`config.mk`:
```
export PLATFORM = sky130hd
export DESIGN_NAME = sa_controller_flat
export DESIGN_NICKNAME = d
export VERILOG_FILES = /design/src/rtl/sa_controller_if.sv /design/src/rtl/sa_controller.sv /design/src/flat_wrapper.sv
export SDC_FILE = /design/constraint.sdc
export NUM_CORES = 1
export LEC_CHECK = 0
export BUFFER_PORTS_ARGS = -buffer_cell sky130_fd_sc_hd__clkbuf_2
export CAP_MARGIN = 20
export CORE_MARGIN = 5
export CORE_UTILIZATION = 52
export DETAILED_ROUTE_END_ITERATION = 8
export PLACE_DENSITY = 0.76
export SYNTH_ARGS = -nofsm -noshare
export SYNTH_HDL_FRONTEND = slang
export SYNTH_SLANG_ARGS = --single-unit
```
`constraint.sdc`:
```
create_clock -name CLK -period 2 [get_ports CLK]
set_clock_uncertainty 0.15 [all_clocks]
set_input_delay 0.3 -clock CLK [delete_from_list [all_inputs] [get_ports CLK]]
set_output_delay 0.3 -clock CLK [all_outputs]
set_load 0.02 [all_outputs]
```
`src/rtl/sa_controller_if.sv`:
```
// Host/array control bundle for sa_controller.
// The host drives START, ROW_VALID and RESULT_ACK. The controller drives the rest.
interface sa_controller_if #(
  parameter int unsigned IDX_W = 3
);
  logic             START;
  logic             ROW_VALID;
  logic             ROW_READY;
  logic             RESULT_ACK;
  logic             EN;
  logic             WRITE;
  logic             RF_EN;
  logic [IDX_W-1:0] IDX;
  logic             BUSY;
  logic             DONE;

  // Host side.
  modport master (
    output START, ROW_VALID, RESULT_ACK,
    input  ROW_READY, EN, WRITE, RF_EN, IDX, BUSY, DONE
  );

  // Controller side.
  modport slave (
    input  START, ROW_VALID, RESULT_ACK,
    output ROW_READY, EN, WRITE, RF_EN, IDX, BUSY, DONE
  );
endinterface

```
`src/rtl/sa_controller.sv`:
```
// Sequencer for the 8x8 systolic array.
// A pass loads ROWS row beats into the register file, waits one settle cycle so the
// last buffered row is committed, and runs the array for COMPUTE_CYCLES. It then
// freezes the array and presents DONE until the host acknowledges.
// Row data flows straight from the host to the array. Only its control is generated here.
module sa_controller #(
  parameter int unsigned ROWS           = 8,
  parameter int unsigned IDX_W          = 3,
  parameter int unsigned COMPUTE_CYCLES = 22,
  parameter int unsigned CNT_W          = 5
) (
  input  logic          CLK,
  input  logic          RST_N,
  sa_controller_if.slave bus
);

  localparam logic [IDX_W-1:0] RowLast = IDX_W'(ROWS - 1);
  localparam logic [CNT_W-1:0] CntLast = CNT_W'(COMPUTE_CYCLES - 1);

  typedef enum logic [2:0] {
    StIdle,
    StLoad,
    StSettle,
    StCompute,
    StDone
  } state_e;

  state_e           state_q, state_d;
  logic [IDX_W-1:0] row_cnt_q, row_cnt_d;
  logic [CNT_W-1:0] cmp_cnt_q, cmp_cnt_d;

  logic             row_ready;
  logic             en;
  logic             write;
  logic             rf_en;
  logic [IDX_W-1:0] idx;
  logic             busy;
  logic             done;

  // State and counter registers. Reset forces IDLE, so every output drops at once.
  always_ff @(posedge CLK or negedge RST_N) begin
    if (!RST_N) begin
      state_q   <= StIdle;
      row_cnt_q <= '0;
      cmp_cnt_q <= '0;
    end else begin
      state_q   <= state_d;
      row_cnt_q <= row_cnt_d;
      cmp_cnt_q <= cmp_cnt_d;
    end
  end

  // Next state, counters, and output decode.
  // EN is the only output that depends on an input, ROW_VALID.
  always_comb begin
    state_d   = state_q;
    row_cnt_d = row_cnt_q;
    cmp_cnt_d = cmp_cnt_q;
    row_ready = 1'b0;
    en        = 1'b0;
    write     = 1'b0;
    rf_en     = 1'b0;
    idx       = '0;
    busy      = 1'b0;
    done      = 1'b0;

    unique case (state_q)
      StIdle: begin
        if (bus.START) begin
          state_d = StLoad;
        end
      end

      StLoad: begin
        row_ready = 1'b1;
        write     = 1'b1;
        rf_en     = 1'b1;
        busy      = 1'b1;
        // The array samples DIN on the same edge that completes the handshake.
        en        = bus.ROW_VALID;
        idx       = row_cnt_q;
        // A stall keeps WRITE high. Rewriting the last buffered row to its own index
        // is harmless.
        if (bus.ROW_VALID) begin
          if (row_cnt_q == RowLast) begin
            row_cnt_d = '0;
            state_d   = StSettle;
          end else begin
            row_cnt_d = row_cnt_q + IDX_W'(1);
          end
        end
      end

      StSettle: begin
        // The final row sits in the array buffer. One more write cycle commits it.
        write     = 1'b1;
        rf_en     = 1'b1;
        busy      = 1'b1;
        cmp_cnt_d = '0;
        state_d   = StCompute;
      end

      StCompute: begin
        rf_en = 1'b1;
        busy  = 1'b1;
        if (cmp_cnt_q == CntLast) begin
          state_d = StDone;
        end else begin
          cmp_cnt_d = cmp_cnt_q + CNT_W'(1);
        end
      end

      StDone: begin
        // WRITE high freezes the array so Y holds. RF_EN low blocks register-file writes.
        done  = 1'b1;
        write = 1'b1;
        busy  = 1'b1;
        if (bus.RESULT_ACK) begin
          state_d = StIdle;
        end
      end

      default: begin
        state_d = StIdle;
      end
    endcase
  end

  assign bus.ROW_READY = row_ready;
  assign bus.EN        = en;
  assign bus.WRITE     = write;
  assign bus.RF_EN     = rf_en;
  assign bus.IDX       = idx;
  assign bus.BUSY      = busy;
  assign bus.DONE      = done;

  // Row index stays within 0..ROWS-1.
  a_idx_range: assert property (@(posedge CLK) disable iff (!RST_N)
    row_cnt_q <= RowLast);

  // SETTLE lasts exactly one cycle.
  a_settle_one: assert property (@(posedge CLK) disable iff (!RST_N)
    (state_q == StSettle) |=> (state_q == StCompute));

  // EN never fires outside LOAD.
  a_en_load: assert property (@(posedge CLK) disable iff (!RST_N)
    en |-> (state_q == StLoad));

  // The array is never writable and enabled for compute at once while DONE is shown.
  a_done_frozen: assert property (@(posedge CLK) disable iff (!RST_N)
    done |-> (write && !rf_en));

endmodule

```
`src/flat_wrapper.sv`:
```
// flat-port wrapper written by rule: the top's interface ports become plain ports
module sa_controller_flat 
#(
  parameter int unsigned ROWS           = 8,
  parameter int unsigned IDX_W          = 3,
  parameter int unsigned COMPUTE_CYCLES = 22,
  parameter int unsigned CNT_W          = 5
)
  (CLK, RST_N, bus_START, bus_ROW_VALID, bus_RESULT_ACK, bus_ROW_READY, bus_EN, bus_WRITE, bus_RF_EN, bus_IDX, bus_BUSY, bus_DONE);
  sa_controller_if #(.IDX_W(IDX_W)) bus_i ();
  input  logic CLK;
  input  logic RST_N;
  input wire logic [$bits(bus_i.START)-1:0] bus_START;
  input wire logic [$bits(bus_i.ROW_VALID)-1:0] bus_ROW_VALID;
  input wire logic [$bits(bus_i.RESULT_ACK)-1:0] bus_RESULT_ACK;
  output wire logic [$bits(bus_i.ROW_READY)-1:0] bus_ROW_READY;
  output wire logic [$bits(bus_i.EN)-1:0] bus_EN;
  output wire logic [$bits(bus_i.WRITE)-1:0] bus_WRITE;
  output wire logic [$bits(bus_i.RF_EN)-1:0] bus_RF_EN;
  output wire logic [$bits(bus_i.IDX)-1:0] bus_IDX;
  output wire logic [$bits(bus_i.BUSY)-1:0] bus_BUSY;
  output wire logic [$bits(bus_i.DONE)-1:0] bus_DONE;
  assign bus_i.START = bus_START;
  assign bus_i.ROW_VALID = bus_ROW_VALID;
  assign bus_i.RESULT_ACK = bus_RESULT_ACK;
  assign bus_ROW_READY = bus_i.ROW_READY;
  assign bus_EN = bus_i.EN;
  assign bus_WRITE = bus_i.WRITE;
  assign bus_RF_EN = bus_i.RF_EN;
  assign bus_IDX = bus_i.IDX;
  assign bus_BUSY = bus_i.BUSY;
  assign bus_DONE = bus_i.DONE;
  sa_controller #(.ROWS(ROWS), .IDX_W(IDX_W), .COMPUTE_CYCLES(COMPUTE_CYCLES), .CNT_W(CNT_W)) u_core (.CLK(CLK), .RST_N(RST_N), .bus(bus_i));
endmodule
```
Yosys cells after proc, flatten, opt, wreduce, memory -nomap -nowiden
Index checks and enable logic that the tools add are counted.
{ "word_totals": {"regBits": 11, "out_inout_bits": 9, "word_cells": 41} }
{ "classes": {"add_sub_neg": 2, "eq_ne": 12, "n_mux": 16, "reduce_logical": 8} }
{ "ops": {"columns": ["cell", "n"], "rows": [
  ["two-way mux 3 bit", 7],
  ["one-hot mux 3 bit (5 select lines)", 1],
  ["one-hot mux 5 bit (2 select lines)", 1],
  ["!= test 2 bit (second input constant)", 4],
  ["== test 3 x 2 -> 1 bit (second input constant)", 2],
  ["== test 3 bit (second input constant)", 2],
  ["two-way mux 1 bit", 6],
  ["OR reduction 3 bit", 2],
  ["adder 5 x 1 -> 5 bit (second input constant)", 1],
  ["== test 5 bit (second input constant)", 1],
  ["two-way mux 5 bit", 1],
  ["AND reduction 5 bit", 1],
  ["!= test 2 x 1 -> 1 bit (second input constant)", 2],
  ["AND reduction 2 bit", 2],
  ["OR reduction 4 bit", 1],
  ["adder 3 x 1 -> 3 bit (second input constant)", 1],
  ["== test 3 x 1 -> 1 bit (second input constant)", 1],
  ["logical NOT 3 bit", 1],
  ["nonzero test 2 bit", 1]
]} }

Depth between registers and ports, before layout
Gate-level depths: netlist of the first run.
{ "logic_depth": {"ltp_word": 4, "mapped_depth": 6} }

Worst setup path after synthesis of the first run
No wires, ideal clock.
{ "synth_path": {"path_kind": "register -> register", "start": "reg u_core.state_q[1]", "end": "reg u_core.row_cnt_q[0]", "setup_time_ns": 0.125, "arrival_ns": 1.470, "path_slack_ns": 0.255, "path_stages_with_launch": 6, "synth_period_minus_slack_ns": 1.745, "path_cell_list": "dfrtp_1 > buf_6 > nor3b_4 > and2_1 > buf_4 > mux2_2"} }
{ "synth_via": {"elab_chain_len": 2} }
{ "synth_rtl": {"columns": ["element", "line_no", "text"], "rows": [
  ["from (decl)", "sa_controller.sv:28", "state_e state_q, state_d;"],
  ["from (signal assigned)", "sa_controller.sv:43", "state_q <= StIdle;"],
  ["from (signal assigned)", "sa_controller.sv:47", "state_q <= state_d;"],
  ["== test 3 x 1 -> 1 bit", "sa_controller.sv:67", "unique case (state_q)"],
  ["AND reduction 2 bit (no line)", null, null],
  ["to (signal assigned)", "sa_controller.sv:48", "row_cnt_q <= row_cnt_d;"],
  ["to (decl)", "sa_controller.sv:29", "logic [IDX_W-1:0] row_cnt_q, row_cnt_d;"]
]} }
No other way between the ends.
A chain may end at the register's enable or synchronous reset.

Worst setup path in the final report of the first run
{ "layout_path": {"start": "reg u_core.state_q[1]", "end": "out bus_EN"} }
{ "layout_via": {"elab_chain_len": 2} }
{ "layout_rtl": {"columns": ["element", "line_no", "text"], "rows": [
  ["== test 3 x 1 -> 1 bit", "sa_controller.sv:67", null],
  ["two-way mux 1 bit", "sa_controller.sv:67", null],
  ["to (decl)", "flat_wrapper.sv:17", "output wire logic [$bits(bus_i.EN)-1:0] bus_EN;"]
]} }
No other way between the ends.

==> flow_summary.json, run 1 <==
{
  "run_status": "finished clean",
  "drt_pre_antenna_iters": 4,
  "end_kind": "output pin",
  "timing.critical_path.max_delay_family": "simple AND/OR/NAND/NOR gates",
  "crit_chain": "nor3b_4 > and2_1 > clkbuf_2",
  "worst_skew_pair.late_latency_ps": 270,
  "detail_route.wirelength_um": 1360,
  "grt-ovfl-total": 0,
  "yosysUniqueCellTypes": 28,
  "ios": 14,
  "power.switching_uw": 558,
  "postCtsSetupRepairBufs": 0,
  "area_growth_pct": 10.9,
  "vias_per_cell": 5.51,
  "via_count": 551,
  "required_ps": 1550,
  "max_slew.worst_pin.slew_ps": 407,
  "final.setup.tns_ps": 0,
  "timing.setup.critical_path_class": "flop to output pin",
  "drc": 0,
  "multiInputGateArea_sq_um": 379,
  "drt-initial-drc-count": 17,
  "tritoncts": "done",
  "cts_root_buf": "clkbuf_4",
  "antenna_left": 0,
  "drive_above_1_share_pct": 30.6,
  "antennaDiodeCount": 0,
  "final_cells": 100,
  "finish.net_count": 95,
  "grt_max_degree": 15,
  "static-leakage-power_uw": 0.000362,
  "post_synth_inst_count": 71,
  "synthesis.area_per_instance_sq_um": 10.1,
  "filler_cell_count": 116,
  "fin_crit_ps": 1900,
  "cp.arrival_ps": 1450,
  "global_route_usage_sum_pct": 15.1,
  "yosys_warnings": 0,
  "cts.htree.levels": 1,
  "timing.critical_path.from_type": "flop",
  "post-layout-total-power_uw": 1270,
  "postSynthNetCount": 80,
  "numPortBuffers": 13,
  "rsz0062_at_grt": "no",
  "cts-buffers-inserted": 3,
  "row_count": 13,
  "floorplan.initialDensity_pct": 54.9,
  "worst_ir_drop_vdd_mv": 0.711,
  "drv_cap": 0,
  "finalSetupViolCount": 0,
  "combinationalPowerShare_pct": 50.9,
  "die_w_um": 47.1,
  "ys_seq_area_share_pct": 38.5,
  "grt_pass1_vias": 540,
  "hold_path.class": "input port to flop",
  "finalMaxSlewViolations": 0,
  "cell_internal_pwr_uw": 711,
  "slowest_delay_ps": 490,
  "grt_first_pass_wirelength_um": 2280,
  "max_clock_freq_ghz": 0.525,
  "critPathBufInv": 1,
  "dp_hpwl_um": 1020,
  "normalized_max_slew_margin_pct": 72.2,
  "path_max_fanout": 9,
  "clk_pin_slew_ps": 70,
  "grt_antenna_before_repair": 0,
  "post_synth_instance_area_sq_um": 714,
  "die_outline_height_um": 47.1,
  "sequential_cell_area_sq_um": 278,
  "clkPwrFrac_pct": 12.3,
  "routed_wire_length_per_instance_um": 13.6,
  "place.detailed.instances": 95,
  "cts.path.max_buffers": 2,
  "globalplace.congestion": 0.711,
  "critPathSlowestCell": "dfrtp_2",
  "switching_power_as_a_share_of_total_power_pct": 44.0,
  "part_of_the_total_power_dissipated_in_sequential_elements_pct": 36.8,
  "finalCritPeriodShare_pct": 95.2,
  "flip_flop_and_latch_count_after_synthesis": 11,
  "finalHoldViolations": 0,
  "numClockSinks": 11,
  "p_per_area_nw_per_um2": 1600,
  "floorplan.die_area_sq_um": 2220,
  "floorplan.core_area_sq_um": 1300
}
## timing repair
action	CTS	global route
setup endpoints to repair	0	2
hold endpoints to repair	11	0
resized for setup	0	2
hold buffers	1	0
## synthesized netlist by cell type, drive strengths merged
library cell / count / area (sq um)
dfrtp: 11 / 275
nand3: 9 / 45.0
buf: 5 / 52.6
nand2: 5 / 18.8
and2: 4 / 25.0
ha: 4 / 50.1
a21oi: 3 / 15.0
mux2: 3 / 33.8
nor2: 3 / 11.3
inv: 2 / 7.51
nand2b: 2 / 20.0
nand3b: 2 / 15.0
nor3: 2 / 10.0
o21ai: 2 / 10.0
or4b: 2 / 20.0
xnor2: 2 / 17.5
a2111oi: 1 / 8.76
a31oi: 1 / 6.26
and3: 1 / 7.51
and4b: 1 / 10.0
nand4b: 1 / 8.76
nor2b: 1 / 6.26
nor3b: 1 / 18.8
o221ai: 1 / 8.76
o22ai: 1 / 6.26
or2: 1 / 6.26
## cell families (layout without fill, tap and decap cells)
kind of cell	count (synthesis)	in the layout	share of synthesized area, %
buffers and inverters	7	21	8.41
AND/OR/NAND/NOR	35	35	31.2
multiplexers	3	3	4.73
flip-flops	11	11	38.5
AO/OA/AOI/OAI	9	9	7.71
adder cells (fa/ha/maj)	4	4	7.01
XOR/XNOR	2	2	2.45
## sequential cells by signal, summed over array words and instances, names as in the netlist
name and count:
u_core.row_cnt_q 3, u_core.state_q 3, u_core.cmp_cnt_q 5
## power groups by stage
stage,registers (uW),clock network [uW],logic (uW)
finish,467,156,646
global route,484,168,725
detailed placement,463,0,654
global placement,456,0,628
CTS,460,156,656
floorplan,411,0,575
## per-layer routing
metal | vias up | GRT usage, % | share of wire (%)
li1 | 282 | - | -
met1 | 257 | 18.4 | 48
met2 | 10 | 24.1 | 46
met3 | 2 | 6.51 | 5.5
met4 | 0 | 4.97 | 0.66
met5 | - | 0 | 0
## through the flow
step                      instance area (sq um)  setup WS (ps)  util (%)  hold slack [ps]
final                                       792           96.7      60.9             65.3
after global routing                        792           3.28      60.9             74.2
after CTS                                   790           46.5      60.7             65.2
after detailed placement                    753            300      57.9             45.2
after global placement                      753            317      57.9             40.0
after floorplan                             714            255         -             -146
## final timing paths
kind / start / end / slack, ps / cells after the start
max: u_core.state_q[1] / bus_EN / 100 / 3
min: bus_RESULT_ACK / u_core.state_q[2] / 70 / 2
max reg2reg: u_core.cmp_cnt_q[0] / u_core.cmp_cnt_q[0] / 260 / 4
min reg2reg: u_core.row_cnt_q[1] / u_core.row_cnt_q[1] / 400 / 1
max in group asynchronous: RST_N / u_core.state_q[1] / 1170 / 2
min in group asynchronous: RST_N / u_core.cmp_cnt_q[2] / 300 / 2
## cell type report
class,count,share of cell area (%)
flip-flops and latches,11,35.1
repair buffers,15,10.4
well taps,15,2.37
clock buffers,4,3.32
multi-input cells,53,47.9
inverters,2,0.948
## layout by cell type, fill, tap and decap left out
cell / Yosys / final
a2111oi_0: 1 / 1
a21oi_1: 3 / 3
a31oi_1: 1 / 1
and2_1: 4 / 4
and3_2: 1 / 1
and4b_1: 1 / 1
buf_4: 1 / 1
clkbuf_1: 0 / 1
clkbuf_2: 0 / 13
clkbuf_4: 0 / 3
dfrtp_1: 11 / 9
dfrtp_2: 0 / 2
dlygate4sd3_1: 0 / 1
ha_1: 4 / 4
inv_1: 2 / 2
mux2_2: 3 / 3
nand2_1: 5 / 5
nand2b_1: 1 / 1
nand2b_4: 1 / 1
nand3_1: 9 / 9
nand3b_1: 2 / 2
nand4b_1: 1 / 1
nor2_1: 3 / 3
nor2b_1: 1 / 1
nor3_1: 2 / 2
nor3b_4: 1 / 1
o21ai_0: 2 / 2
o221ai_1: 1 / 1
o22ai_1: 1 / 1
or2_2: 1 / 1
or4b_1: 2 / 2
xnor2_1: 2 / 2
(Power assumes the default switching activity.)
==> run 2: changes to the inputs <==
- ABC_AREA: not set -> 1
- CAP_MARGIN: 20 -> 40
- CORE_UTILIZATION: 52 -> 53
==> run 2 against run 1 <==
Net effect: total power grew 12%; hold slack gained 130 ps; non-clock buffer count shrank 1; combinational power grew 36%; first-iteration DRC count shrank 41%; final area grew 14%; largest cell class unchanged; critical path type unchanged; highest routed layer unchanged; clock-buffer cell count is the same.
==> flow_summary.json, run 2 <==
{
  "layout.cells.most_common_list": "nand2_1 (19), clkbuf_2 (13), inv_1 (12)",
  "clkPwrFrac_pct": 10.6,
  "critical_path.reg2reg.startpoint": "u_core.row_cnt_q[0]",
  "normalized_max_slew_margin_pct": 81.5,
  "max_slew.worst_pin.slew_ps": 277,
  "yosysUniqueCellTypes": 21,
  "p_per_area_nw_per_um2": 1570,
  "top_layer_used": "met4",
  "post_cts.resized_instances": 0,
  "synthesis.area_per_instance_sq_um": 8.07,
  "postCtsSetupRepairBufs": 0,
  "detail_route.wirelength_um": 1560,
  "path_max_fanout": 6,
  "synth-edff-count": 0,
  "vias_per_cell": 5.12,
  "detailed_routing_wirelength_on_met1_um": 725,
  "routed_length_on_met3_um": 87,
  "cp.arrival_ps": 1460,
  "part_of_the_total_power_dissipated_in_sequential_elements_pct": 27.3,
  "yosysMostFrequentCell": "nand2_1",
  "hold-path-cell-count": 3,
  "required_ps": 1550,
  "grt_first_pass_wirelength_um": 2770,
  "finalSetupViolCount": 0,
  "ios": 14,
  "max_flop_register": "u_core.cmp_cnt_q",
  "power.switching_uw": 738,
  "yosys_warnings": 0,
  "cts-buffers-inserted": 3,
  "antennaDiodeCount": 0,
  "die_outline_height_um": 48.4,
  "post_synth_inst_count": 97,
  "timing.setup.critical_path_class": "flop to output pin",
  "globalplace.congestion": 0.872,
  "end_kind": "output pin",
  "cell_internal_pwr_uw": 682,
  "drv_cap": 0,
  "via_count": 666,
  "drt-initial-drc-count": 10,
  "grt-ovfl-total": 0,
  "timing.critical_path.from_type": "flop",
  "routed_wire_length_per_instance_um": 12.0,
  "biggestRegsByFlops": "u_core.cmp_cnt_q (5), u_core.row_cnt_q (3), u_core.state_q (3)",
  "fin_crit_ps": 1910,
  "switching_power_as_a_share_of_total_power_pct": 52.0,
  "grt_pass1_vias": 660,
  "postSynthNetCount": 106,
  "rr_worst_depth": 8,
  "tritoncts": "done",
  "holdCritStartpoint": "bus_RESULT_ACK",
  "global_route_usage_sum_pct": 14.9,
  "antenna_left": 0,
  "r2r_slack_ps": 500,
  "floorplan.initialDensity_pct": 58.0,
  "floorplan.die_area_sq_um": 2350,
  "hold_path.class": "input port to flop",
  "row_count": 13,
  "dp_hpwl_um": 1290,
  "cts.path.max_buffers": 2,
  "finalHoldViolations": 0,
  "layout_commonest_cell": "nand2_1",
  "ys_seq_area_share_pct": 35.1,
  "synth_top_cells_by_count": "nand2_1 (19), inv_1 (12), dfrtp_1 (11)",
  "static-leakage-power_uw": 0.000472,
  "grt_antenna_before_repair": 0,
  "finalMaxSlewViolations": 0,
  "async_flop_share_pct": 100,
  "numPortBuffers": 13,
  "largest_register_ffs": 5,
  "reg2reg_to": "u_core.state_q[1]",
  "drc": 0,
  "run_status": "finished clean",
  "met2RoutedLength_um": 729,
  "die_w_um": 48.4,
  "drive_above_1_share_pct": 33.9,
  "floorplan.core_area_sq_um": 1350,
  "numClockSinks": 11,
  "holdBufCountCts": 1,
  "finalCritPeriodShare_pct": 95.3,
  "grt_max_degree": 12,
  "drt_pre_antenna_iters": 4,
  "yosysTopAreaCellShare_pct": 35.1,
  "synth_area_leader_cell": "dfrtp_1",
  "max_clock_freq_ghz": 0.525,
  "final.setup.tns_ps": 0,
  "area_growth_pct": 15.3,
  "combinationalPowerShare_pct": 62.0,
  "rsz0062_at_grt": "no",
  "finish.net_count": 125,
  "cts_root_buf": "clkbuf_4",
  "whs_endpoint": "u_core.state_q[2]",
  "final_core_utilization_pct": 66.9,
  "post_synth_instance_area_sq_um": 783,
  "cts.htree.levels": 1,
  "synth.area.top_cells": "dfrtp_1 (35%), nand2_1 (9.1%), ha_1 (6.4%)",
  "worst_skew_pair.late_latency_ps": 270,
  "flip_flop_and_latch_count_after_synthesis": 11,
  "final.hold.worst_slack_ps": 200,
  "ys_dominant_reg_cell": "dfrtp_1",
  "clk_pin_slew_ps": 70,
  "worst_ir_drop_vdd_mv": 0.871
}
==> run 2: cell count changes after synthesis, moves of 3 or more <==
cell and change:
nor2_4 +3, nand2_2 +3, mux2_2 -3, nand2_1 +14, buf_6 -4, inv_2 +5
and2_1 -4, nor2_1 +7, o21ai_2 +4, inv_1 +10, a21oi_1 -3
==> run 2: metrics by stage <==
stage,instance area [sq um],worst slack (ps),cells,power [uW]
after global placement,867,421,125,1250
after detailed placement,867,376,125,1280
after floorplan,783,501,97,1060
after CTS,903,83.9,130,1440
after global routing,903,10.4,130,1550
final,903,93.6,130,1420
==> run 2: area by class of cell <==
class / count / area (sq um)
Clock buffer: 4 / 26.3
Fill cell: 118 / 447
Inverter: 18 / 72.6
Multi-Input combinational cell: 68 / 435
Sequential cell: 11 / 275
Tap cell: 15 / 18.8
Timing Repair Buffer: 14 / 75.1
==> run 2: worst max-delay path, cell delays in order (launching register included) <==
cell and delay [ps]:
dfrtp_1 470, inv_2 120, nand2_4 70, nor2_4 110
clkinv_4 90, nand2_2 80, inv_2 40, nand3_1 50
clkbuf_2 170
==> run 2: worst max-delay path by stage <==
stage / start / endpoint
after floorplan: u_core.state_q[2] / bus_BUSY
after global placement: u_core.state_q[2] / bus_BUSY
after detailed placement: u_core.state_q[2] / bus_BUSY
after CTS: u_core.state_q[2] / bus_BUSY
after global routing: u_core.state_q[2] / bus_BUSY
final: u_core.state_q[2] / bus_BUSY
==> run 2: cell families (layout without fill, tap and decap cells) <==
logic type | Yosys count | after routing | synth area share, %
flops | 11 | 11 | 35.1
buf+inv | 18 | 36 | 9.27
mux | 1 | 1 | 2.88
compound gates | 11 | 11 | 10.1
fa+ha+maj | 4 | 4 | 6.39
simple gates | 52 | 52 | 36.3
==> run 2: routing by layer <==
layer | vias up | track usage [%]
met5 | - | 0
li1 | 346 | -
met3 | 4 | 4.59
met2 | 17 | 22.0
met1 | 299 | 18.5
met4 | 0 | 9.22
==> run 2: power groups by stage <==
| stage | clock network (uW) | registers, uW | logic (uW) |
|---|---|---|---|
| 4_1_cts | 156 | 387 | 898 |
| 6_report | 151 | 388 | 881 |
| 3_3_place_gp | 0 | 388 | 860 |
| 2_1_floorplan | 0 | 375 | 685 |
| 5_1_grt | 170 | 403 | 977 |
| 3_5_place_dp | 0 | 392 | 891 |
==> run 3: changes to the inputs <==
- CORE_MARGIN: 5 -> not set
==> run 3 against run 2 <==
Net effect: clock power hardly changed; core utilization is 0.91 points higher; via count is 2.6% lower; worst setup slack better by 20 ps; fmax is 1.0% higher; critical endpoint unchanged; largest cell class unchanged; highest routed layer unchanged.
==> flow_summary.json, run 3 (synthesis gave the netlist of run 2 again) <==
{
  "global_route_usage_sum_pct": 21.8,
  "drive_above_1_share_pct": 34.8,
  "antenna_left": 0,
  "cp.arrival_ps": 1440,
  "ios": 14,
  "cts.path.max_buffers": 2,
  "finish.net_count": 125,
  "timing.setup.critical_path_class": "flop to output pin",
  "largest_register_ffs": 5,
  "static-leakage-power_uw": 0.000470,
  "dp_hpwl_um": 1100,
  "biggestRegsByFlops": "u_core.cmp_cnt_q (5), u_core.row_cnt_q (3), u_core.state_q (3)",
  "via_count": 649,
  "area_growth_pct": 15.5,
  "layout.cells.most_common_list": "nand2_1 (19), clkbuf_2 (13), inv_1 (12)",
  "path_max_fanout": 6,
  "drv_cap": 0,
  "drt-initial-drc-count": 14,
  "cts.htree.levels": 1,
  "finalHoldViolations": 0,
  "final_critical_path_setup_slack_ps": 113,
  "numClockSinks": 11,
  "grt_antenna_before_repair": 0,
  "dpl_worst_slack_ps": 380,
  "grt_pass1_vias": 569,
  "required_ps": 1550,
  "detail_route.wirelength_um": 1390,
  "grt_first_pass_wirelength_um": 2260,
  "clk_pin_slew_ps": 70,
  "drc": 0,
  "critPathSlowestCell": "dfrtp_2",
  "globalplace.congestion": 0.713,
  "normalized_max_slew_margin_pct": 81.0,
  "crit_chain": "inv_2 > nand2_4 > nor2_4 > clkinv_4 > nand2_2 > inv_2 > nand3_1 > clkbuf_2",
  "die_w_um": 40.4,
  "rsz0062_at_grt": "no",
  "max_slew.worst_pin.slew_ps": 285,
  "finalMaxSlewViolations": 0,
  "slowest_delay_ps": 460,
  "met2_track_demand_over_resource_in_global_routing_pct": 37.7,
  "worst_skew_pair.late_latency_ps": 260,
  "grt_util_met1_pct": 24.0,
  "final.setup.tns_ps": 0,
  "finalSetupViolCount": 0,
  "routed_wire_length_per_instance_um": 10.7,
  "run_status": "finished clean",
  "cts_root_buf": "clkbuf_4",
  "layout_commonest_cell": "nand2_1",
  "place.detailed.instances": 125,
  "postCtsSetupRepairBufs": 0,
  "max_clock_freq_ghz": 0.530,
  "timing.critical_path.from_type": "flop",
  "hold_path.class": "input port to flop",
  "end_kind": "output pin",
  "fin_crit_ps": 1890,
  "floorplan.initialDensity_pct": 58.7,
  "cts-buffers-inserted": 3,
  "p_per_area_nw_per_um2": 1560,
  "row_count": 13,
  "floorplan.core_area_sq_um": 1330,
  "worst_ir_drop_vdd_mv": 0.933,
  "vias_per_cell": 4.99,
  "final_cells": 130,
  "antennaDiodeCount": 0,
  "finalCritPeriodShare_pct": 94.3,
  "grt_max_degree": 12,
  "max_flop_register": "u_core.cmp_cnt_q",
  "critical-path-top-cell-by-count": "inv_2",
  "tritoncts": "done",
  "globalRoute.busiestLayer": "met2",
  "die_outline_height_um": 40.4,
  "grt_util_met3_pct": 5.00,
  "numPortBuffers": 13,
  "grt-ovfl-total": 0,
  "drt_pre_antenna_iters": 5,
  "floorplan.die_area_sq_um": 1640
}
[run 3: cell types whose count changed in the layout (fill, tap and decap cells not counted)]
cell | before | now
dfrtp_1 | 11 | 10
dfrtp_2 | 0 | 1
[run 3: layout make-up]
class,instances,area (sq um)
timing repair buffer,14,75.1
tap,15,18.8
fill,103,429
multi-input combinational,68,435
sequential,11,277
inverter,18,72.6
clock buffer,4,26.3
[run 3: report_power, final]
group	switching, uW	internal [uW]	total, uW
clock	76.4	77.1	154
sequential	84.4	303	387
combinational	564	303	867
[run 3: routing by layer]
layer	vias up	part of all wire (%)
met1	280	47
li1	342	-
met2	25	46
met5	-	0
met4	0	0.94
met3	2	5.6
[run 3: worst max-delay path: cells and delay by family (launching register included)]
family,cells,cell delay [ps]
simple gates,4,310
buf+inv,4,400
flops,1,460
[run 3: final timing paths]
path                       slack [ps]                   to                 from  cells past startpoint
setup / recovery                  110             bus_BUSY    u_core.state_q[2]                      8
max in group asynchronous        1170    u_core.state_q[2]                RST_N                      2
hold / removal                    200    u_core.state_q[2]       bus_RESULT_ACK                      3
hold reg to reg                   420  u_core.cmp_cnt_q[4]  u_core.cmp_cnt_q[4]                      2
setup reg to reg                  500    u_core.state_q[1]  u_core.row_cnt_q[0]                      8
min in group asynchronous         290  u_core.cmp_cnt_q[2]                RST_N                      2
[run 3: metrics by stage]
step | util, % | total power, uW | hold WS [ps] | cell area (sq um)
after floorplan | - | 1060 | -146 | 783
after global placement | 65.0 | 1240 | 43.3 | 867
after detailed placement | 65.0 | 1260 | 44.9 | 867
after CTS | 67.7 | 1420 | 193 | 903
after global routing | 67.8 | 1550 | 207 | 905
final | 67.8 | 1410 | 201 | 905
[run 3: what timing repair did]
item / in CTS / in global routing
endpoints found under the hold margin: 11 / 0
gates resized for setup: 0 / 1
hold buffers: 1 / 0
endpoints found under the setup margin: 0 / 2
